<file path="config.mk">
export PLATFORM = sky130hd
export DESIGN_NAME = score_event_arbiter
export DESIGN_NICKNAME = d
export VERILOG_FILES = /design/src/rtl/score_event_arbiter.sv
export SDC_FILE = /design/constraint.sdc
export NUM_CORES = 1
export LEC_CHECK = 0
export ABC_CLOCK_PERIOD_IN_PS = 3400
export CORE_ASPECT_RATIO = 0.9
export CORE_MARGIN = 10
export CORE_UTILIZATION = 45
export CTS_CLUSTER_DIAMETER = 40
export DETAILED_ROUTE_END_ITERATION = 8
export PLACE_DENSITY_LB_ADDON = 0.2
export SYNTH_ARGS = -nofsm -noshare
export SYNTH_HDL_FRONTEND = slang
export SYNTH_SLANG_ARGS = --single-unit
</file>
<file path="constraint.sdc">
create_clock -name i_Clk -period 3.4 [get_ports i_Clk]
set_clock_uncertainty 0.15 [all_clocks]
set_input_delay 0.51 -clock i_Clk [delete_from_list [all_inputs] [get_ports i_Clk]]
set_output_delay 0.51 -clock i_Clk [all_outputs]
set_load 0.03 [all_outputs]
</file>
<file path="src/rtl/score_event_arbiter.sv">
// Score control for a two-player counter: switch edge detection, round-robin command
// arbitration, and the play/hold-off/wait-for-restart game sequencing.
module score_event_arbiter #(
    parameter int WIN_SCORE      = 9,
    parameter int HOLDOFF_CYCLES = 25000000,
    parameter int FLASH_CYCLES   = 6250000
) (
    input  logic       i_Clk,
    input  logic       i_Reset,
    input  logic [3:0] i_Switch,
    output logic [3:0] o_Score_1,
    output logic [3:0] o_Score_2,
    output logic [3:0] o_Grant,
    output logic       o_Game_Over,
    output logic [1:0] o_Winner,
    output logic       o_Blank
);

    localparam int HOLD_W  = (HOLDOFF_CYCLES > 1) ? $clog2(HOLDOFF_CYCLES) : 1;
    localparam int FLASH_W = (FLASH_CYCLES > 1) ? $clog2(FLASH_CYCLES) : 1;
    localparam logic [HOLD_W-1:0]  HOLD_LAST  = HOLD_W'(HOLDOFF_CYCLES - 1);
    localparam logic [HOLD_W-1:0]  HOLD_ONE   = HOLD_W'(1);
    localparam logic [FLASH_W-1:0] FLASH_LAST = FLASH_W'(FLASH_CYCLES - 1);
    localparam logic [FLASH_W-1:0] FLASH_ONE  = FLASH_W'(1);
    localparam logic [3:0]         WIN_VAL    = 4'(WIN_SCORE);
    localparam logic [3:0]         WIN_M1     = 4'(WIN_SCORE - 1);

    typedef enum logic [1:0] {
        PLAY = 2'd0,
        HOLD = 2'd1,
        WAIT = 2'd2
    } state_t;

    state_t              state_q, state_d;
    logic [3:0]          score1_q, score1_d;
    logic [3:0]          score2_q, score2_d;
    logic [3:0]          pending_q, pending_d;
    logic [3:0]          prev_q;
    logic [3:0]          grant_q, grant_d;
    logic [1:0]          ptr_q, ptr_d;
    logic [1:0]          winner_q, winner_d;
    logic                blank_q, blank_d;
    logic [HOLD_W-1:0]   hold_q, hold_d;
    logic [FLASH_W-1:0]  flash_q, flash_d;

    logic [3:0]          rise;
    logic                grant_vld;
    logic [1:0]          grant_idx;
    logic [1:0]          scan_idx;
    logic [3:0]          grant_vec;
    logic                win;

    genvar gi;
    generate
        for (gi = 0; gi < 4; gi++) begin : g_rise
            assign rise[gi] = i_Switch[gi] & ~prev_q[gi];
        end
    endgenerate

    // Scan downward in rotation distance so the closest set bit to the pointer wins.
    always_comb begin
        grant_vld = 1'b0;
        grant_idx = 2'd0;
        scan_idx  = 2'd0;
        for (int k = 3; k >= 0; k--) begin
            scan_idx = ptr_q + 2'(k);
            if (pending_q[scan_idx]) begin
                grant_vld = 1'b1;
                grant_idx = scan_idx;
            end
        end
        grant_vec = grant_vld ? (4'b0001 << grant_idx) : 4'b0000;
    end

    always_comb begin
        state_d   = state_q;
        score1_d  = score1_q;
        score2_d  = score2_q;
        pending_d = pending_q;
        ptr_d     = ptr_q;
        winner_d  = winner_q;
        blank_d   = blank_q;
        hold_d    = hold_q;
        flash_d   = flash_q;
        grant_d   = 4'b0000;
        win       = 1'b0;

        if (state_q != PLAY) begin
            if (flash_q == FLASH_LAST) begin
                flash_d = '0;
                blank_d = ~blank_q;
            end else begin
                flash_d = flash_q + FLASH_ONE;
            end
        end

        case (state_q)
            PLAY: begin
                pending_d = (pending_q & ~grant_vec) | rise;
                flash_d   = '0;
                blank_d   = 1'b0;
                if (grant_vld) begin
                    grant_d = grant_vec;
                    ptr_d   = grant_idx + 2'd1;
                    case (grant_idx)
                        2'd0: begin
                            if (score1_q >= WIN_M1) begin
                                score1_d = WIN_VAL;
                                winner_d = 2'b01;
                                win      = 1'b1;
                            end else begin
                                score1_d = score1_q + 4'd1;
                            end
                        end
                        2'd1: score1_d = 4'd0;
                        2'd2: begin
                            if (score2_q >= WIN_M1) begin
                                score2_d = WIN_VAL;
                                winner_d = 2'b10;
                                win      = 1'b1;
                            end else begin
                                score2_d = score2_q + 4'd1;
                            end
                        end
                        default: score2_d = 4'd0;
                    endcase
                end
                if (win) begin
                    state_d   = HOLD;
                    pending_d = 4'b0000;
                    hold_d    = '0;
                    blank_d   = 1'b1;
                end
            end
            HOLD: begin
                pending_d = 4'b0000;
                if (hold_q == HOLD_LAST) begin
                    state_d = WAIT;
                end else begin
                    hold_d = hold_q + HOLD_ONE;
                end
            end
            default: begin
                pending_d = 4'b0000;
                // The restarting press is swallowed here, never turned into a command.
                if (|rise) begin
                    state_d  = PLAY;
                    score1_d = 4'd0;
                    score2_d = 4'd0;
                    winner_d = 2'b00;
                    blank_d  = 1'b0;
                    flash_d  = '0;
                    ptr_d    = 2'd0;
                end
            end
        endcase
    end

    always_ff @(posedge i_Clk) begin
        if (i_Reset) begin
            state_q   <= PLAY;
            score1_q  <= 4'd0;
            score2_q  <= 4'd0;
            pending_q <= 4'b0000;
            prev_q    <= 4'b0000;
            grant_q   <= 4'b0000;
            ptr_q     <= 2'd0;
            winner_q  <= 2'b00;
            blank_q   <= 1'b0;
            hold_q    <= '0;
            flash_q   <= '0;
        end else begin
            state_q   <= state_d;
            score1_q  <= score1_d;
            score2_q  <= score2_d;
            pending_q <= pending_d;
            prev_q    <= i_Switch;
            grant_q   <= grant_d;
            ptr_q     <= ptr_d;
            winner_q  <= winner_d;
            blank_q   <= blank_d;
            hold_q    <= hold_d;
            flash_q   <= flash_d;
        end
    end

    assign o_Score_1   = score1_q;
    assign o_Score_2   = score2_q;
    assign o_Grant     = grant_q;
    assign o_Game_Over = (state_q != PLAY);
    assign o_Winner    = winner_q;
    assign o_Blank     = blank_q;

endmodule
</file>
# After elaboration in Yosys (flattened, before gate mapping)
# Index checks and enable logic that the tools add are counted.
[classes] order_cmp=6 n_reduce_logical=16 bitwise=15 n_eq_ne=14 n_addsub=8 muxes=54 n_shift=1
[ops] op="two-way mux 23 bit" n=3
[ops] op="two-way mux 25 bit" n=2
[ops] op="case mux 25 bit (2 select lines)" n=1
[ops] op="case mux 23 bit (2 select lines)" n=1
[ops] op="case mux 4 bit (2 select lines)" n=4
[ops] op="adder 25 x 1 -> 25 bit (second input constant)" n=1
[ops] op="equality test 25 bit (second input constant)" n=1
[ops] op="two-way mux 4 bit" n=6
[ops] op="adder 23 x 1 -> 23 bit (second input constant)" n=1
[ops] op="equality test 23 bit (second input constant)" n=1
[ops] op="two-way mux 2 bit" n=11
[ops] op="two-way mux 1 bit" n=16
[ops] op="case mux 2 bit (2 select lines)" n=4
[ops] op="< comparator 2 x 3 -> 1 bit (second input constant)" n=4
[ops] op="AND reduction 3 bit" n=3
[ops] op="adder 4 x 1 -> 4 bit (second input constant)" n=2
[ops] op="binary-select mux 1 bit (select 2 bit)" n=4
[ops] op=">= comparator 4 bit (second input constant)" n=2
[ops] op="!= test 2 bit (second input constant)" n=4
[ops] op="NOT 1 bit" n=8
[ops] op="AND reduction 4 bit" n=2
[ops] op="!= test 3 x 1 -> 1 bit (second input constant)" n=2
[ops] op="!= test 3 bit (second input constant)" n=2
[ops] op="AND reduction 6 bit" n=1
[ops] op="17 further kinds" n=28
[word_totals] input_bits=6 register_bits=75

# Logic depth before layout (Yosys ltp)
[depth] ltp_word=13 ltp_mapped=11 ltp_nobuf=10

# Least setup slack after synthesis
# Ideal clock, no wire load.
[synth_timing] path_kind="reg2reg" startpoint="reg pending_q[0]" endpoint="reg score2_q[3] (netlist: o_Score_2[3])" path_slack_ns=0.875 required_ns=3.155 period_less_slack_ns=2.525 t_arrival_ns=2.280 path_stages_with_launch=9 n_path_buf=0 cell_sequence="dfxtp_1 > inv_1 > o221a_2 > o22ai_1 > inv_1 > ha_1 > o31ai_1 > nand4_1 > a221oi_1"
[synth_via] elab_chain_cells=11
[synth_rtl] element="start, declared" line="37" source="logic [3:0] pending_q, pending_d;"
[synth_rtl] element="start signal, assigned" line="176" source="pending_q <= pending_d;"
[synth_rtl] element="binary-select mux 1 bit (select 2 bit)" line="67" source="if (pending_q[scan_idx]) begin"
[synth_rtl] element="two-way mux 1 bit (implied by the code)" line="67"
[synth_rtl] element="two-way mux 2 bit (4 in a row)" line="67"
[synth_rtl] element="equality test 2 x 1 -> 1 bit / zero test 2 bit (equally long branches)" line="105" source="case (grant_idx)"
[synth_rtl] element="OR reduction 2 bit (no source line)"
[synth_rtl] element="case mux 4 bit (2 select lines)" line="105"
[synth_rtl] element="two-way mux 4 bit" line="102" source="if (grant_vld) begin"
[synth_rtl] element="case mux 4 bit (2 select lines)" line="97" source="case (state_q)"
[synth_rtl] element="end signal, assigned" line="175" source="score2_q <= score2_d;"
[synth_rtl] element="end, declared" line="36" source="logic [3:0] score2_q, score2_d;"
# Parallel ways exist; a longest one is shown, timed or not. The select of a mux whose other input is x is not followed.
# A chain may end at the register's enable or synchronous reset.

# Final worst setup path
[layout_timing] startpoint="reg state_q[1]" endpoint="out o_Game_Over"
[layout_via] elab_chain_cells=1
[layout_rtl] element="start, declared" line="34" source="state_t state_q, state_d;"
[layout_rtl] element="start signal, assigned" line="173" source="state_q <= state_d;"
[layout_rtl] element="nonzero test 2 bit" line="190" source="assign o_Game_Over = (state_q != PLAY);"
[layout_rtl] element="end, declared" line="14" source="output logic o_Game_Over,"
# No other way between the ends.

==> results.cfg <==
[status]
status = finished clean

[timing]
maxSlewHeadroom_pct = 37.9
period_minus_slack_ns = 2.70
fin_tns_setup_ns = 0
worstMarginPinSlew_ns = 0.925
slew_violations = 0
hold_viol = 0
fmax_mhz = 371
rsz0062_at_grt = false
finalSetupViolations = 0
fin_crit_sh_pct = 79.3

[clock_tree]
postCtsSetupRepairBufs = 0
clk_pin_slew_worst_paths_ns = 0.07
cts_tree = built
cts_resized = 0
postCtsHoldBufs = 0
htree_levels = 3
clkSinkCount = 75
numCtsBuffers = 9
cts_max_path_buffers = 2
worstSkewPairLatency_ns = 0.35
cts_root_buf = clkbuf_8

[global_route]
grt_overflow = 0
grt_pass1_wl_mm = 13.8
first_global_vias = 2959
gr-usage-all-layers_pct = 13.7
grt_max_degree = 24
antenna_found_initial = 0

[pwr]
power.density_mw_per_mm2 = 486
p_total_mw = 2.00
p_int_mw = 1.50
peakVddDrop_uv = 235
p_leak_nw = 1.44
p_seq_share_pct = 46.3
combPwrFrac_pct = 12.1
pwr-share-clk_pct = 41.6
power_switching_share_pct = 24.9
p_switching_mw = 0.500

[routing]
routed_wl_mm = 7.88
wl_per_cell_um = 14.4
drc = 0
vias_per_cell = 5.55
num_vias = 3026
ant_nets = 0
firstDrtPassIters = 4
drt_first_iter_violations = 176

[synthesis]
synth_top_area_share_pct = 41.8
syn_nets = 438
yosys_warnings = 0
synth_edf_count = 0
synthArstFlopShare_pct = 0
syn_inst = 422
synth_area_leader_cell = dfxtp_1
ys_ff_latch = 75
yosysUniqueCellTypes = 60
seq_area_frac_synth_pct = 41.8
synth_area_mm2 = 0.00359
yosys_most_used_dff = dfxtp_1
synthTopCellsByCount = dfxtp_1 (75), nor2_1 (52), nand2_1 (27)
synth.avg_cell_area_um2 = 8.52
ys_top_cells_by_area = dfxtp_1 (42%), xor2_1 (6.1%), nor2_1 (5.4%), a21oi_1 (3.6%), ha_1 (3.5%)
yosysMostFrequentCell = dfxtp_1

[floorplan]
pin_count = 22
core_mm2 = 0.00766
initial_core_util_pct = 46.9
num_rows = 30
die-area_mm2 = 0.0120
die_y_um = 105
die_w_um = 114

[placed_design]
place.gp.congestion = 0.863
place_hpwl_mm = 5.54
numPortBuffers = 21

[worst_setup_path]
critical-path-top-delay-family = buffers and inverters
start_kind = flop
crit_type = flop to primary output
crit_chain = nor2_1, clkinv_1, clkdlybuf4s50_1
max_stage_delay_ns = 0.68
critPathSlowestCell = clkdlybuf4s50_1
cp.required_ns = 2.74
cp.arrival_ns = 2.04
critPathCaptureType = primary output
path_max_fanout = 9
path_buf_inv = 2

[layout]
final_nets = 461
n_fill_cell = 728
antennaDiodeCount = 0
drive_above_1_share_pct = 5.79
syn2layout_area_growth_pct = 14.8

[run]
drv_cap = 0

[min_path]
hold_path.class = flop to flop
flip-flops by register name, summed over array words and instances, names as in the netlist:
register,count
pending_q,4
flash_q,23
o_Score_1,4
ptr_q,2
hold_q,25
prev_q,4
o_Winner,2
o_Score_2,4
o_Grant,4
o_Blank,1
state_q,2
power by group through the flow:
stage                     logic [mW]  clock network (mW)  registers [mW]
after global routing           0.271               0.896           0.932
after CTS                      0.242               0.852           0.928
after floorplan                0.140                   0           0.971
after detailed placement       0.240                   0           0.948
final                          0.243               0.834           0.928
after global placement         0.242                   0           0.947
kinds of logic (layout without fill, tap and decap cells):
| family | after synthesis | after routing | synth area share, % |
|---|---|---|---|
| simple gates | 198 | 198 | 29.4 |
| mux | 1 | 1 | 0.278 |
| xor+xnor | 31 | 31 | 7.55 |
| fa+ha+maj | 10 | 10 | 3.48 |
| flops | 75 | 75 | 41.8 |
| compound gates | 79 | 79 | 14.3 |
| buf+inv | 28 | 55 | 3.24 |
final cells by class:
class	count	area (um^2)	share of cell area (%)
well taps	96	120	2.91
inverters	17	63.8	1.55
flip-flops and latches	75	1500	36.4
clock buffers	11	141	3.43
clock inverters	4	98.8	2.39
repair buffers	23	225	5.46
multi-input cells	319	1980	47.9
per-layer routing:
layer / GRT usage [%] / up-vias / part of all wire, %
met1: 17.7 / 1405 / 50
met5: 0 / - / 0
li1: - / 1556 / -
met2: 20.4 / 57 / 45
met4: 5.10 / 0 / 1.4
met3: 4.75 / 8 / 3.6
metrics by stage:
step	std cells	util [%]	cell area [um^2]	hold WS (ns)	worst slack, ns
after floorplan	422	-	3590	0.280	0.875
after global placement	530	50.8	3890	0.299	0.856
after detailed placement	530	50.8	3890	0.311	0.758
after CTS	545	53.9	4130	0.329	0.688
after global routing	545	53.9	4130	0.361	0.459
final	545	53.9	4130	0.328	0.702
placed cells by master, fill, tap and decap left out, types with 2 or more instances in the layout:
| master | Yosys | routed |
|---|---|---|
| nand2_1 | 27 | 27 |
| nor2_1 | 52 | 52 |
| o22ai_1 | 2 | 2 |
| clkdlybuf4s50_1 | 0 | 21 |
| a21oi_1 | 26 | 26 |
| or4_1 | 10 | 10 |
| nand4b_1 | 3 | 3 |
| inv_1 | 16 | 16 |
| a41o_1 | 3 | 3 |
| xnor2_1 | 6 | 6 |
| nand2b_1 | 8 | 8 |
| nand3_1 | 25 | 25 |
| nor2b_1 | 11 | 11 |
| o211ai_1 | 2 | 2 |
| ha_1 | 10 | 10 |
| nand4_1 | 10 | 10 |
| and4_1 | 2 | 2 |
| clkbuf_8 | 0 | 10 |
| nor4bb_1 | 2 | 2 |
| and3_1 | 12 | 12 |
| dfxtp_1 | 75 | 75 |
| nor3_1 | 14 | 14 |
| a31oi_1 | 2 | 2 |
| o21ai_0 | 17 | 17 |
| nor4_1 | 7 | 7 |
| buf_4 | 0 | 2 |
| o31ai_1 | 8 | 8 |
| xor2_1 | 25 | 25 |
| bufinv_16 | 0 | 3 |
| or3_1 | 6 | 6 |
worst paths after layout:
check	startpoint	endpoint	slack [ns]	cells past startpoint
worst max-delay path	state_q[1]	o_Game_Over	0.70	3
worst min register to register	flash_q[0]	flash_q[0]	0.33	1
worst min-delay path	flash_q[0]	flash_q[0]	0.33	1
worst max register to register	pending_q[0]	o_Score_2[3]	0.70	9
Note: power is estimated with default switching activity, not from simulation.
